<file path="config.mk">
export PLATFORM = sky130hd
export DESIGN_NAME = ws2812_strip_decoder
export DESIGN_NICKNAME = d
export VERILOG_FILES = /design/src/rtl/ws2812_strip_decoder.sv
export SDC_FILE = /design/constraint.sdc
export NUM_CORES = 1
export LEC_CHECK = 0
export BUFFER_PORTS_ARGS = -buffer_cell sky130_fd_sc_hd__buf_4
export CORE_MARGIN = 2
export CORE_UTILIZATION = 60
export DETAILED_ROUTE_END_ITERATION = 7
export GPL_TIMING_DRIVEN = 0
export PLACE_DENSITY = 0.83
export SETUP_SLACK_MARGIN = 0.05
export SLEW_MARGIN = 20
export SYNTH_ARGS = -nofsm -noshare
export SYNTH_HDL_FRONTEND = slang
export SYNTH_SLANG_ARGS = --single-unit
</file>
<file path="constraint.sdc">
create_clock -name clk -period 5.2 [get_ports clk]
set_clock_uncertainty 0.05 [all_clocks]
set_input_delay 0.78 -clock clk [delete_from_list [all_inputs] [get_ports clk]]
set_output_delay 0.78 -clock clk [all_outputs]
set_load 0.01 [all_outputs]
</file>
<file path="src/rtl/ws2812_strip_decoder.sv">
// WS2812 receiver: classifies DI high pulses as bits, assembles 24-bit pixels and latches a strip image on each reset gap.
// Define WS2812_DECODER_PASSTHRU_EN to forward pixels beyond LENGTH on DO; otherwise DO is tied low.
module ws2812_strip_decoder #(
  parameter int LENGTH          = 10,
  parameter int BIT_THRESH_CLKS = 60,
  parameter int MIN_HIGH_CLKS   = 15,
  parameter int MAX_HIGH_CLKS   = 120,
  parameter int RESET_CLKS      = 5000
) (
  input  logic                        clk,
  input  logic                        rst_n,
  input  logic                        DI,
  output logic [LENGTH*24-1:0]        strip,
  output logic [23:0]                 pixel,
  output logic                        pixel_valid,
  output logic [$clog2(LENGTH+1)-1:0] pixel_index,
  output logic                        frame_done,
  output logic                        frame_error,
  output logic                        DO
);

  localparam int IDX_W = $clog2(LENGTH + 1);
  localparam int HI_W  = $clog2(MAX_HIGH_CLKS + 2);
  localparam int LO_W  = $clog2(RESET_CLKS + 1);

  localparam logic [HI_W-1:0]  HI_MIN    = HI_W'(MIN_HIGH_CLKS);
  localparam logic [HI_W-1:0]  HI_MAX    = HI_W'(MAX_HIGH_CLKS);
  localparam logic [HI_W-1:0]  HI_THRESH = HI_W'(BIT_THRESH_CLKS);
  localparam logic [LO_W-1:0]  LO_MAX    = LO_W'(RESET_CLKS);
  localparam logic [LO_W-1:0]  LO_LAST   = LO_W'(RESET_CLKS - 1);
  localparam logic [IDX_W-1:0] PIX_MAX   = IDX_W'(LENGTH);

  typedef enum logic [1:0] {WAIT_GAP, IDLE, HIGH, LOW} state_t;

  state_t              state;
  logic                di_meta;
  logic                di_s;
  logic [HI_W-1:0]     hi_cnt;
  logic [LO_W-1:0]     lo_cnt;
  logic [4:0]          bit_cnt;
  logic [IDX_W-1:0]    pix_cnt;
  logic [23:0]         shift_reg;
  logic [23:0]         next_shift;
  logic [LENGTH*24-1:0] work_buf;
  logic                new_bit;
  logic                hi_bad;

  // hi_bad flags an over-long pulse while still high, or a glitch once the line has fallen.
  always_comb begin
    new_bit    = (hi_cnt >= HI_THRESH);
    next_shift = shift_reg;
    next_shift[5'd23 - bit_cnt] = new_bit;
    hi_bad     = di_s ? (hi_cnt >= HI_MAX) : (hi_cnt < HI_MIN);
  end

  always_ff @(posedge clk) begin
    if (!rst_n) begin
      di_meta     <= 1'b0;
      di_s        <= 1'b0;
      state       <= WAIT_GAP;
      hi_cnt      <= '0;
      lo_cnt      <= '0;
      bit_cnt     <= '0;
      pix_cnt     <= '0;
      shift_reg   <= '0;
      work_buf    <= '0;
      strip       <= '0;
      pixel       <= '0;
      pixel_index <= '0;
      pixel_valid <= 1'b0;
      frame_done  <= 1'b0;
      frame_error <= 1'b0;
    end else begin
      di_meta     <= DI;
      di_s        <= di_meta;
      pixel_valid <= 1'b0;
      frame_done  <= 1'b0;
      case (state)
        WAIT_GAP: begin
          if (di_s) begin
            lo_cnt <= '0;
          end else if (lo_cnt == LO_LAST) begin
            lo_cnt <= LO_MAX;
            state  <= IDLE;
          end else begin
            lo_cnt <= lo_cnt + 1'b1;
          end
        end
        IDLE: begin
          if (di_s) begin
            hi_cnt <= HI_W'(1);
            state  <= HIGH;
          end
        end
        HIGH: begin
          if (hi_bad) begin
            // The rest of this frame is untrustworthy, so drop it and resynchronise on a full gap.
            frame_error <= 1'b1;
            if (di_s) hi_cnt <= HI_MAX + 1'b1;
            lo_cnt  <= '0;
            bit_cnt <= '0;
            pix_cnt <= '0;
            state   <= WAIT_GAP;
          end else if (di_s) begin
            hi_cnt <= hi_cnt + 1'b1;
          end else begin
            lo_cnt <= LO_W'(1);
            state  <= LOW;
            if (bit_cnt == 5'd23) begin
              bit_cnt     <= '0;
              pixel       <= next_shift;
              pixel_valid <= 1'b1;
              pixel_index <= pix_cnt;
              if (pix_cnt != PIX_MAX) begin
                pix_cnt <= pix_cnt + 1'b1;
                for (int i = 0; i < LENGTH; i++) begin
                  if (pix_cnt == IDX_W'(i)) work_buf[(LENGTH-1-i)*24 +: 24] <= next_shift;
                end
              end
            end else begin
              shift_reg <= next_shift;
              bit_cnt   <= bit_cnt + 1'b1;
            end
          end
        end
        LOW: begin
          if (di_s) begin
            hi_cnt <= HI_W'(1);
            state  <= HIGH;
          end else if (lo_cnt == LO_LAST) begin
            lo_cnt      <= LO_MAX;
            strip       <= work_buf;
            frame_done  <= 1'b1;
            frame_error <= (bit_cnt != 5'd0);
            bit_cnt     <= '0;
            pix_cnt     <= '0;
            state       <= IDLE;
          end else begin
            lo_cnt <= lo_cnt + 1'b1;
          end
        end
        default: state <= WAIT_GAP;
      endcase
    end
  end

`ifdef WS2812_DECODER_PASSTHRU_EN
  // Once LENGTH pixels are consumed, everything else on the line belongs to downstream LEDs.
  always_ff @(posedge clk) begin
    if (!rst_n) DO <= 1'b0;
    else        DO <= di_s && (pix_cnt == PIX_MAX);
  end
`else
  assign DO = 1'b0;
`endif

endmodule

</file>
==> results.sh, run 1 <==
export IMPL_crit_required_ns=5.56
export IMPL_slowest_stage="nand2_1"
export IMPL_grt_overflow=0
export IMPL_cts_max_level=2
export IMPL_gp_congestion=0.947
export IMPL_rows=68
export IMPL_startpoint_type="flip-flop"
export IMPL_rsz0062_at_grt="no"
export IMPL_drt_vias_per_instance=5.71
export IMPL_synth_top_area_cell="dfxtp_1"
export IMPL_final_min_clock_period_ns=3.22
export IMPL_nFillCells=2537
export IMPL_cts_hold_buf=0
export IMPL_synth_fp_nets=2400
export IMPL_path_delay_family="simple AND/OR/NAND/NOR gates"
export IMPL_die_h_um=190
export IMPL_hold_violations=0
export IMPL_final_layout_size_suffix_gt1_share_pct=16.0
export IMPL_grt_usage_pct=33.3
export IMPL_whs_ns=0.382
export IMPL_swShare_pct=20.9
export IMPL_grt_first_pass_wirelength_um=93900
export IMPL_synth_edff_count=0
export IMPL_finalSetupViolCount=0
export IMPL_final_max_slew_viol_count=0
export IMPL_cts_tree="done"
export IMPL_cts_buffers=54
export IMPL_cts_resized_gates=0
export IMPL_routed_wl_um=62200
export IMPL_antenna_found_initial=0
export IMPL_ff2ff_path_depth=6
export IMPL_nets=2729
export IMPL_synth_ff_type="dfxtp_1"
export IMPL_maxCapViolations=0
export IMPL_peakVddDrop_uv=267
export IMPL_status="complete, no violations"
export IMPL_area_growth_pct=21.1
export IMPL_synth_top_cell_area_share_pct=54.6
export IMPL_ys_seq_elements=568
export IMPL_num_vias=18300
export IMPL_path_max_fanout=10
export IMPL_clock_latency_ns=0.58
export IMPL_netlist_top_cells_area="dfxtp_1, nand2_1, mux2i_1, a21oi_1, clkbuf_1"
export IMPL_syn_avg_cell_area_um2=8.73
export IMPL_antenna_left=0
export IMPL_setup_tns_ns=0
export IMPL_portBuffers=272
export IMPL_slew_headroom_pct=26.3
export IMPL_min_period_over_period_pct=62.0
export IMPL_max_freq_mhz=310
export IMPL_yosys_warnings=0
export IMPL_crit_type="flip-flop to flip-flop"
export IMPL_seq_power_share_pct=52.0
export IMPL_ys_types=58
export IMPL_grt_pass1_vias=17400
export IMPL_dp_hpwl_um=41700
export IMPL_min_path_cells=2
export IMPL_drc=0
export IMPL_arrival_ns=3.58
export IMPL_p_switching_mw=1.75
export IMPL_internal_power_mw=6.62
export IMPL_path_buf_inv=1
export IMPL_endpoint_kind="flip-flop"
export IMPL_path_depth=6
export IMPL_clk_pin_slew_ns=0.07
export IMPL_die_w_um=190
export IMPL_p_comb_share_pct=1.4
export IMPL_ctsRootBufferMaster="clkbuf_16"
export IMPL_hp_class="input pin to flip-flop"
export IMPL_drt_first_pass_iters=5
export IMPL_p_leak_nw=10.8
export IMPL_finalNonFillerCells=3209
export IMPL_netlist_area_um2=20800
export IMPL_p_per_area_nw_per_um2=332
export IMPL_first_iter_violations=1571
export IMPL_clkPwrFrac_pct=46.6
export IMPL_largest_registers="strip x240, work_buf x240"
export IMPL_slowest_delay_ns=0.87
export IMPL_cts_sinks=568
export IMPL_wl_per_cell_um=19.4
export IMPL_ys_seq_area_share_pct=54.6
export IMPL_dpl_cell_count=3114
export IMPL_grt_max_degree=16
export IMPL_path_cells="and3_1 -> a21oi_1 -> clkbuf_1 -> a31oi_1 -> nand2_1 -> mux2i_1"
export IMPL_clockBufferDepth=3
export IMPL_finalPower_mw=8.37
export IMPL_syn_inst=2386
export IMPL_core_area_um2=34400
export IMPL_tightest_slew_ns=1.10
export IMPL_ys_async_sr_fraction_pct=0
export IMPL_start_util_pct=60.6
export IMPL_die_area_um2=36200
export IMPL_postCtsSetupBuffers=0
export IMPL_ios=275
export IMPL_antenna_cells=0
[cells in the mapped netlist, types with 3 or more instances]
library cell / number
a21oi_1: 329
nand4b_1: 6
a311oi_1: 4
nand2_1: 864
nor3_1: 8
mux2i_1: 240
nand2b_1: 3
a41oi_1: 7
a31oi_1: 23
ha_1: 11
nand4_1: 6
inv_1: 9
and3_1: 5
or2_2: 5
dfxtp_1: 568
clkbuf_1: 103
and2_1: 7
o2111ai_1: 5
o21ai_0: 10
a21o_1: 5
o22ai_1: 3
nor2_1: 30
xor2_1: 6
buf_2: 69
nand3_1: 14
[power groups by stage]
stage,logic [mW],registers (mW),clock network (mW)
after floorplan,0.0715,4.45,0
after global placement,0.107,4.45,0
after detailed placement,0.110,4.45,0
after CTS,0.110,4.36,3.92
after global routing,0.122,4.35,4.09
final,0.114,4.36,3.91
[logic make-up (layout without fill, tap and decap cells)]
logic type | count (synthesis) | after routing | synth area share [%]
multiplexers | 241 | 241 | 11.6
buffers and inverters | 186 | 554 | 3.80
AO/OA/AOI/OAI | 406 | 406 | 10.6
XOR/XNOR | 6 | 6 | 0.252
AND/OR/NAND/NOR | 967 | 967 | 18.5
adder cells (fa/ha/maj) | 11 | 11 | 0.661
flip-flops | 568 | 568 | 54.6
other | 1 | 1 | 0.0180
[cell usage in the layout (no fill, tap or decap), types with 5 or more instances in the layout]
| cell | Yosys | layout |
|---|---|---|
| nand3_1 | 14 | 14 |
| and3_1 | 5 | 5 |
| clkbuf_1 | 103 | 112 |
| clkbuf_8 | 0 | 19 |
| nor2_1 | 30 | 30 |
| or2_2 | 5 | 5 |
| buf_2 | 69 | 69 |
| a31oi_1 | 23 | 23 |
| nand4b_1 | 6 | 6 |
| o21ai_0 | 10 | 10 |
| nand4_1 | 6 | 6 |
| ha_1 | 11 | 11 |
| xor2_1 | 6 | 6 |
| inv_1 | 9 | 9 |
| a41oi_1 | 7 | 7 |
| and2_1 | 7 | 7 |
| dfxtp_1 | 568 | 568 |
| nor3_1 | 8 | 8 |
| nand2_1 | 864 | 864 |
| mux2i_1 | 240 | 240 |
| o2111ai_1 | 5 | 5 |
| buf_4 | 2 | 275 |
| a21oi_1 | 329 | 329 |
| clkbuf_16 | 0 | 55 |
| a21o_1 | 5 | 5 |
[cell type report]
cell class | count | area [um^2] | share of cell area [%]
clock buffers | 83 | 1670 | 6.63
flip-flops and latches | 568 | 11400 | 45.1
plain buffers | 176 | 754 | 2.99
inverters | 10 | 37.5 | 0.149
repair buffers | 273 | 2050 | 8.13
well taps | 455 | 569 | 2.26
multi-input cells | 1632 | 8660 | 34.3
clock inverters | 12 | 106 | 0.422
[final timing paths]
path / startpoint / end / slack, ns
min reg2reg: di_meta$_SDFF_PN0_ / di_s$_SDFF_PN0_ / 0.40
max: hi_cnt[3]$_SDFFE_PN0P_ / work_buf[176]$_SDFFE_PN0P_ / 1.98
max reg2reg: hi_cnt[3]$_SDFFE_PN0P_ / work_buf[176]$_SDFFE_PN0P_ / 1.98
min: DI / di_meta$_SDFF_PN0_ / 0.38
[metal layers]
| metal | up-vias | track usage, % | wire length (um) |
|---|---|---|---|
| li1 | 8548 | - | - |
| met4 | 0 | 17.5 | 3290 |
| met2 | 839 | 53.9 | 28800 |
| met3 | 186 | 5.12 | 5270 |
| met1 | 8755 | 43.2 | 24800 |
| met5 | - | 0 | 0 |
[through the flow]
step | area [um^2] | util, % | setup WS [ns]
after floorplan | 20800 | - | 2.85
after global placement | 23400 | 68.2 | 2.00
after detailed placement | 23400 | 68.2 | 1.94
after CTS | 25200 | 73.4 | 2.10
after global routing | 25200 | 73.4 | 1.86
final | 25200 | 73.4 | 1.98
(Power assumes the default switching activity.)
==> inputs of run 2 (changes only) <==
--- a/config.mk
+++ b/config.mk
@@ -7,10 +7,10 @@
 export LEC_CHECK = 0
 export BUFFER_PORTS_ARGS = -buffer_cell sky130_fd_sc_hd__buf_4
 export CORE_MARGIN = 2
-export CORE_UTILIZATION = 60
+export CORE_UTILIZATION = 57
 export DETAILED_ROUTE_END_ITERATION = 7
 export GPL_TIMING_DRIVEN = 0
-export PLACE_DENSITY = 0.83
+export PLACE_DENSITY = 0.8
 export SETUP_SLACK_MARGIN = 0.05
 export SLEW_MARGIN = 20
 export SYNTH_ARGS = -nofsm -noshare
==> constraint.sdc (replaced) <==
create_clock -name clk -period 3.24 [get_ports clk]
set_clock_uncertainty 0.05 [all_clocks]
set_input_delay 0.486 -clock clk [delete_from_list [all_inputs] [get_ports clk]]
set_output_delay 0.486 -clock clk [all_outputs]
set_load 0.01 [all_outputs]
==> run 2 against run 1 <==
Net effect: global-route usage shrank 1.7 points; utilization shrank 3.5 points; setup slack lost 1.9 ns; clock power grew 66%; fmax rose by 3.4%; sequential cell count unchanged; register-to-register slack got worse by 1.9 ns; largest cell class unchanged; highest routed layer unchanged.
==> results.sh, run 2 (synthesized netlist as in run 1, its figures left out) <==
export IMPL_post_dp_cell_area_um2=23500
export IMPL_ios=275
export IMPL_grt_max_degree=15
export IMPL_final_core_util_pct=69.9
export IMPL_multi_input_area_um2=8700
export IMPL_rsz0062_at_grt="no"
export IMPL_crit_type="flip-flop to flip-flop"
export IMPL_hold_end="di_meta$_SDFF_PN0_"
export IMPL_reg2reg_from="hi_cnt[3]$_SDFFE_PN0P_"
export IMPL_start_util_pct=57.4
export IMPL_tightest_slew_ns=1.08
export IMPL_wl_per_cell_um=19.3
export IMPL_layout_commonest_cell="nand2_1"
export IMPL_die_h_um=195
export IMPL_core_area_um2=36300
export IMPL_max_freq_mhz=321
export IMPL_ff2ff_path_depth=6
export IMPL_regToRegSetupSlack_ns=0.12
export IMPL_fin_area_um2=25300
export IMPL_endpoint_kind="flip-flop"
export IMPL_maxCapViolations=0
export IMPL_cts_buffers=55
export IMPL_antenna_cells=0
export IMPL_clk_pin_slew_ns=0.06
export IMPL_cts_resized_gates=0
export IMPL_nFillCells=2825
export IMPL_dp_hpwl_um=42100
export IMPL_slew_headroom_pct=27.6
export IMPL_p_per_area_nw_per_um2=539
export IMPL_final_layout_size_suffix_gt1_share_pct=16.3
export IMPL_area_growth_pct=21.7
export IMPL_path_max_fanout=10
export IMPL_final_max_slew_viol_count=0
export IMPL_status="complete, no violations"
export IMPL_r2r_end="work_buf[123]$_SDFFE_PN0P_"
export IMPL_nets=2730
export IMPL_grt_pass1_vias=17400
export IMPL_gp_congestion=0.923
export IMPL_startpoint_type="flip-flop"
export IMPL_ctsRootBufferMaster="clkbuf_16"
export IMPL_register_area_um2=11400
export IMPL_drc=0
export IMPL_cts_max_level=2
export IMPL_grt_usage_pct=31.7
export IMPL_grt_overflow=0
export IMPL_clockBufferDepth=3
export IMPL_p_leak_nw=10.9
export IMPL_num_vias=18200
export IMPL_dpl_worst_slack_ns=0.152
export IMPL_cts_hold_buf=0
export IMPL_largest_registers="strip x240, work_buf x240"
export IMPL_clock_latency_ns=0.59
export IMPL_antenna_left=0
export IMPL_worstHoldStart="DI"
export IMPL_cts_tree="done"
export IMPL_rows=70
export IMPL_finalSetupViolCount=0
export IMPL_min_path_cells=2
export IMPL_first_iter_violations=1579
export IMPL_cts_sinks=568
export IMPL_setup_tns_ns=0
export IMPL_routed_wl_um=62200
export IMPL_antenna_found_initial=0
export IMPL_arrival_ns=3.48
export IMPL_postCtsSetupBuffers=0
export IMPL_die_w_um=195
export IMPL_final_min_clock_period_ns=3.12
export IMPL_peakVddDrop_uv=421
export IMPL_drt_vias_per_instance=5.65
export IMPL_worst_slack_ns=0.123
export IMPL_grt_first_pass_wirelength_um=94000
export IMPL_hp_class="input pin to flip-flop"
export IMPL_crit_required_ns=3.61
export IMPL_die_area_um2=38100
export IMPL_final_cell_mix="nand2_1, dfxtp_1, a21oi_1, buf_4, mux2i_1"
export IMPL_drt_first_pass_iters=5
export IMPL_min_period_over_period_pct=96.2
export IMPL_hold_violations=0
export IMPL_finalPower_mw=13.7
export IMPL_portBuffers=272
run 2: layout make-up:
class | instances | share of cell area [%]
plain buffers | 176 | 2.98
clock inverters | 12 | 0.716
multi-input cells | 1632 | 34.3
flip-flops and latches | 568 | 44.9
well taps | 468 | 2.31
repair buffers | 273 | 8.09
inverters | 10 | 0.148
clock buffers | 85 | 6.55
run 2: stage by stage:
step / hold WS (ns) / std cells
floorplan: 0.362 / 2386
CTS: 0.0475 / 3224
global route: 0.0562 / 3224
global placement: 0.374 / 3126
detailed placement: 0.378 / 3127
finish: 0.0620 / 3224
run 2: report_power, final:
group / total [mW] / internal [mW] / switching [mW]
sequential: 6.99 / 6.99 / 0.00519
clock: 6.49 / 3.83 / 2.66
combinational: 0.181 / 0.0278 / 0.153
run 2: how the worst max path moves through the flow:
| stage | startpoint | to | cells after the start |
|---|---|---|---|
| 3_3_place_gp | hi_cnt[3]$_SDFFE_PN0P_ | work_buf[203]$_SDFFE_PN0P_ | 6 |
| 2_1_floorplan | lo_cnt[4]$_SDFFE_PN0P_ | strip[116]$_SDFFE_PN0P_ | 8 |
| 6_report | hi_cnt[3]$_SDFFE_PN0P_ | work_buf[123]$_SDFFE_PN0P_ | 6 |
| 4_1_cts | bit_cnt[2]$_SDFFE_PN0P_ | work_buf[16]$_SDFFE_PN0P_ | 6 |
| 5_1_grt | hi_cnt[3]$_SDFFE_PN0P_ | work_buf[115]$_SDFFE_PN0P_ | 6 |
| 3_5_place_dp | bit_cnt[2]$_SDFFE_PN0P_ | work_buf[40]$_SDFFE_PN0P_ | 6 |
run 2: metal layers:
layer | GRT usage, % | share of wire [%] | vias up | wire, um
met4 | 18.2 | 5.9 | 0 | 3640
met3 | 5.84 | 8.1 | 206 | 5030
li1 | - | - | 8580 | -
met1 | 39.8 | 40 | 8622 | 25200
met5 | 0 | 0 | - | 0
met2 | 51.4 | 46 | 796 | 28400
run 2: worst max-delay path, cell delays in order, from the launching register on:
cell      delay [ns]
dfxtp_1         0.38
and3_1          0.24
a21oi_1         0.64
clkbuf_1        0.48
a31oi_1         0.24
nand2_1         0.75
mux2i_1         0.16
==> inputs of run 3 (changes only) <==
--- a/config.mk
+++ b/config.mk
@@ -7,10 +7,10 @@
 export LEC_CHECK = 0
 export BUFFER_PORTS_ARGS = -buffer_cell sky130_fd_sc_hd__buf_4
 export CORE_MARGIN = 2
-export CORE_UTILIZATION = 57
+export CORE_UTILIZATION = 40
 export DETAILED_ROUTE_END_ITERATION = 7
 export GPL_TIMING_DRIVEN = 0
-export PLACE_DENSITY = 0.8
+export PLACE_DENSITY = 0.6
 export SETUP_SLACK_MARGIN = 0.05
 export SLEW_MARGIN = 20
 export SYNTH_ARGS = -nofsm -noshare
==> run 3 against run 2 <==
Net effect: sequential share of layout area fell by 0.58 points; sequential cell count stayed put; routed wire length increased by 8.3%; clock power grew 3%; utilization is 20 points lower; total power up 1.3%; hold slack worse by 0.029 ns; combinational power hardly changed; non-clock buffer count rose by 1; die area increased by 42%; count of clock-buffer cells in the layout unchanged; global-route usage shrank 7.3 points; critical path type unchanged; highest routed layer unchanged.
==> results.sh, run 3 (synthesized netlist as in run 1, its figures left out) <==
export IMPL_status="complete, no violations"
export IMPL_final_cell_mix="nand2_1, dfxtp_1, a21oi_1, buf_4, mux2i_1"
export IMPL_register_area_um2=11400
export IMPL_p_per_area_nw_per_um2=539
export IMPL_final_max_slew_viol_count=0
export IMPL_portBuffers=272
export IMPL_die_w_um=232
export IMPL_crit_type="flip-flop to flip-flop"
export IMPL_multi_input_area_um2=8700
export IMPL_finalSetupViolCount=0
export IMPL_cts_sinks=568
export IMPL_arrival_ns=3.61
export IMPL_grt_usage_pct=24.3
export IMPL_antenna_cells=0
export IMPL_clock_latency_ns=0.62
export IMPL_largest_registers="strip x240, work_buf x240"
export IMPL_routed_wl_um=67400
export IMPL_wl_per_cell_um=19.6
export IMPL_antenna_found_initial=0
export IMPL_min_period_over_period_pct=99.4
export IMPL_final_min_clock_period_ns=3.22
export IMPL_crit_required_ns=3.63
export IMPL_dpl_cell_count=3340
export IMPL_path_max_fanout=10
export IMPL_num_vias=17700
export IMPL_rows=83
export IMPL_maxCapViolations=0
export IMPL_finalNonFillerCells=3446
export IMPL_grt_max_degree=16
export IMPL_rsz0062_at_grt="yes"
export IMPL_hold_violations=0
export IMPL_dp_hpwl_um=45700
export IMPL_final_layout_size_suffix_gt1_share_pct=16.6
export IMPL_tightest_slew_ns=1.18
export IMPL_drt_vias_per_instance=5.14
export IMPL_gp_congestion=0.907
export IMPL_area_growth_pct=23.3
export IMPL_nets=2733
export IMPL_grt_overflow=0
export IMPL_hp_class="input pin to flip-flop"
export IMPL_die_area_um2=53900
export IMPL_core_area_um2=51400
export IMPL_peakVddDrop_uv=412
export IMPL_nFillCells=4883
export IMPL_clockBufferDepth=3
export IMPL_antenna_left=0
export IMPL_die_h_um=232
export IMPL_clk_pin_slew_ns=0.06
export IMPL_max_freq_mhz=310
export IMPL_slew_headroom_pct=21.3
export IMPL_endpoint_kind="flip-flop"
export IMPL_start_util_pct=40.5
export IMPL_ios=275
export IMPL_grt_first_pass_wirelength_um=100000
export IMPL_grt_pass1_vias=17200
export IMPL_cts_max_level=2
export IMPL_p_leak_nw=10.9
export IMPL_cts_buffers=57
export IMPL_ctsRootBufferMaster="clkbuf_16"
export IMPL_final_core_util_pct=49.9
export IMPL_drc=0
export IMPL_cts_tree="done"
export IMPL_drt_first_pass_iters=5
export IMPL_startpoint_type="flip-flop"
export IMPL_setup_tns_ns=0
export IMPL_layout_commonest_cell="nand2_1"
export IMPL_first_iter_violations=1183
## run 3: cell types whose count changed in the layout (fill, tap and decap cells not counted), sizes merged
cell / previous run / this run
clkinvlp: 1 / 0
clkinv: 6 / 16
inv: 11 / 12
bufinv: 4 / 3
buf: 346 / 347
## run 3: final timing paths
check	end	slack, ns	start	cells after the start
min reg2reg	di_s$_SDFF_PN0_	0.38	di_meta$_SDFF_PN0_	1
max	work_buf[176]$_SDFFE_PN0P_	0.02	hi_cnt[3]$_SDFFE_PN0P_	6
max reg2reg	work_buf[176]$_SDFFE_PN0P_	0.02	hi_cnt[3]$_SDFFE_PN0P_	6
min	di_meta$_SDFF_PN0_	0.03	DI	2
## run 3: metal layers
layer  wire, um  share of wire, %  vias to the layer above  track usage [%]
met3       3510               5.2                      108             3.41
met1      30400                45                     8477             32.6
li1           -                 -                     8601                -
met5          0                 0                        -                0
met4       2580               3.8                        0             10.1
met2      30900                46                      514             39.2
## run 3: final cells by class
| type | instances | area share [%] |
|---|---|---|
| flip-flops and latches | 568 | 44.3 |
| repair buffers | 274 | 8.01 |
| clock buffers | 85 | 6.59 |
| multi-input cells | 1632 | 33.9 |
| inverters | 10 | 0.146 |
| clock inverters | 21 | 0.833 |
| plain buffers | 176 | 2.94 |
| well taps | 680 | 3.31 |
## run 3: metrics by stage
| stage | total power [mW] | instance area [um^2] | setup WS (ns) | hold WS, ns |
|---|---|---|---|---|
| floorplan | 7.26 | 20800 | 0.893 | 0.362 |
| global placement | 7.33 | 23700 | 0.133 | 0.378 |
| detailed placement | 7.33 | 23700 | 0.0483 | 0.372 |
| CTS | 14.0 | 25600 | 0.0747 | 0.0105 |
| global route | 14.2 | 25700 | 0.0378 | 0.0394 |
| finish | 13.8 | 25700 | 0.0183 | 0.0325 |
## run 3: what timing repair did
item,in CTS,in global routing
hold buffers,0,0
buffers inserted,0,0
setup endpoints to repair,1,120
resized for setup,1,8
## run 3: critical path, stage by stage, from the launching register on
cell      delay [ns]
dfxtp_1         0.38
and3_1          0.24
a21oi_1         0.58
clkbuf_1        0.48
a31oi_1         0.24
nand2_1         0.91
mux2i_1         0.16
## run 3: power breakdown
part / switching, mW / internal (mW)
combinational: 0.154 / 0.0278
clock: 2.82 / 3.85
sequential: 0.00541 / 6.99
total: 2.98 / 10.9
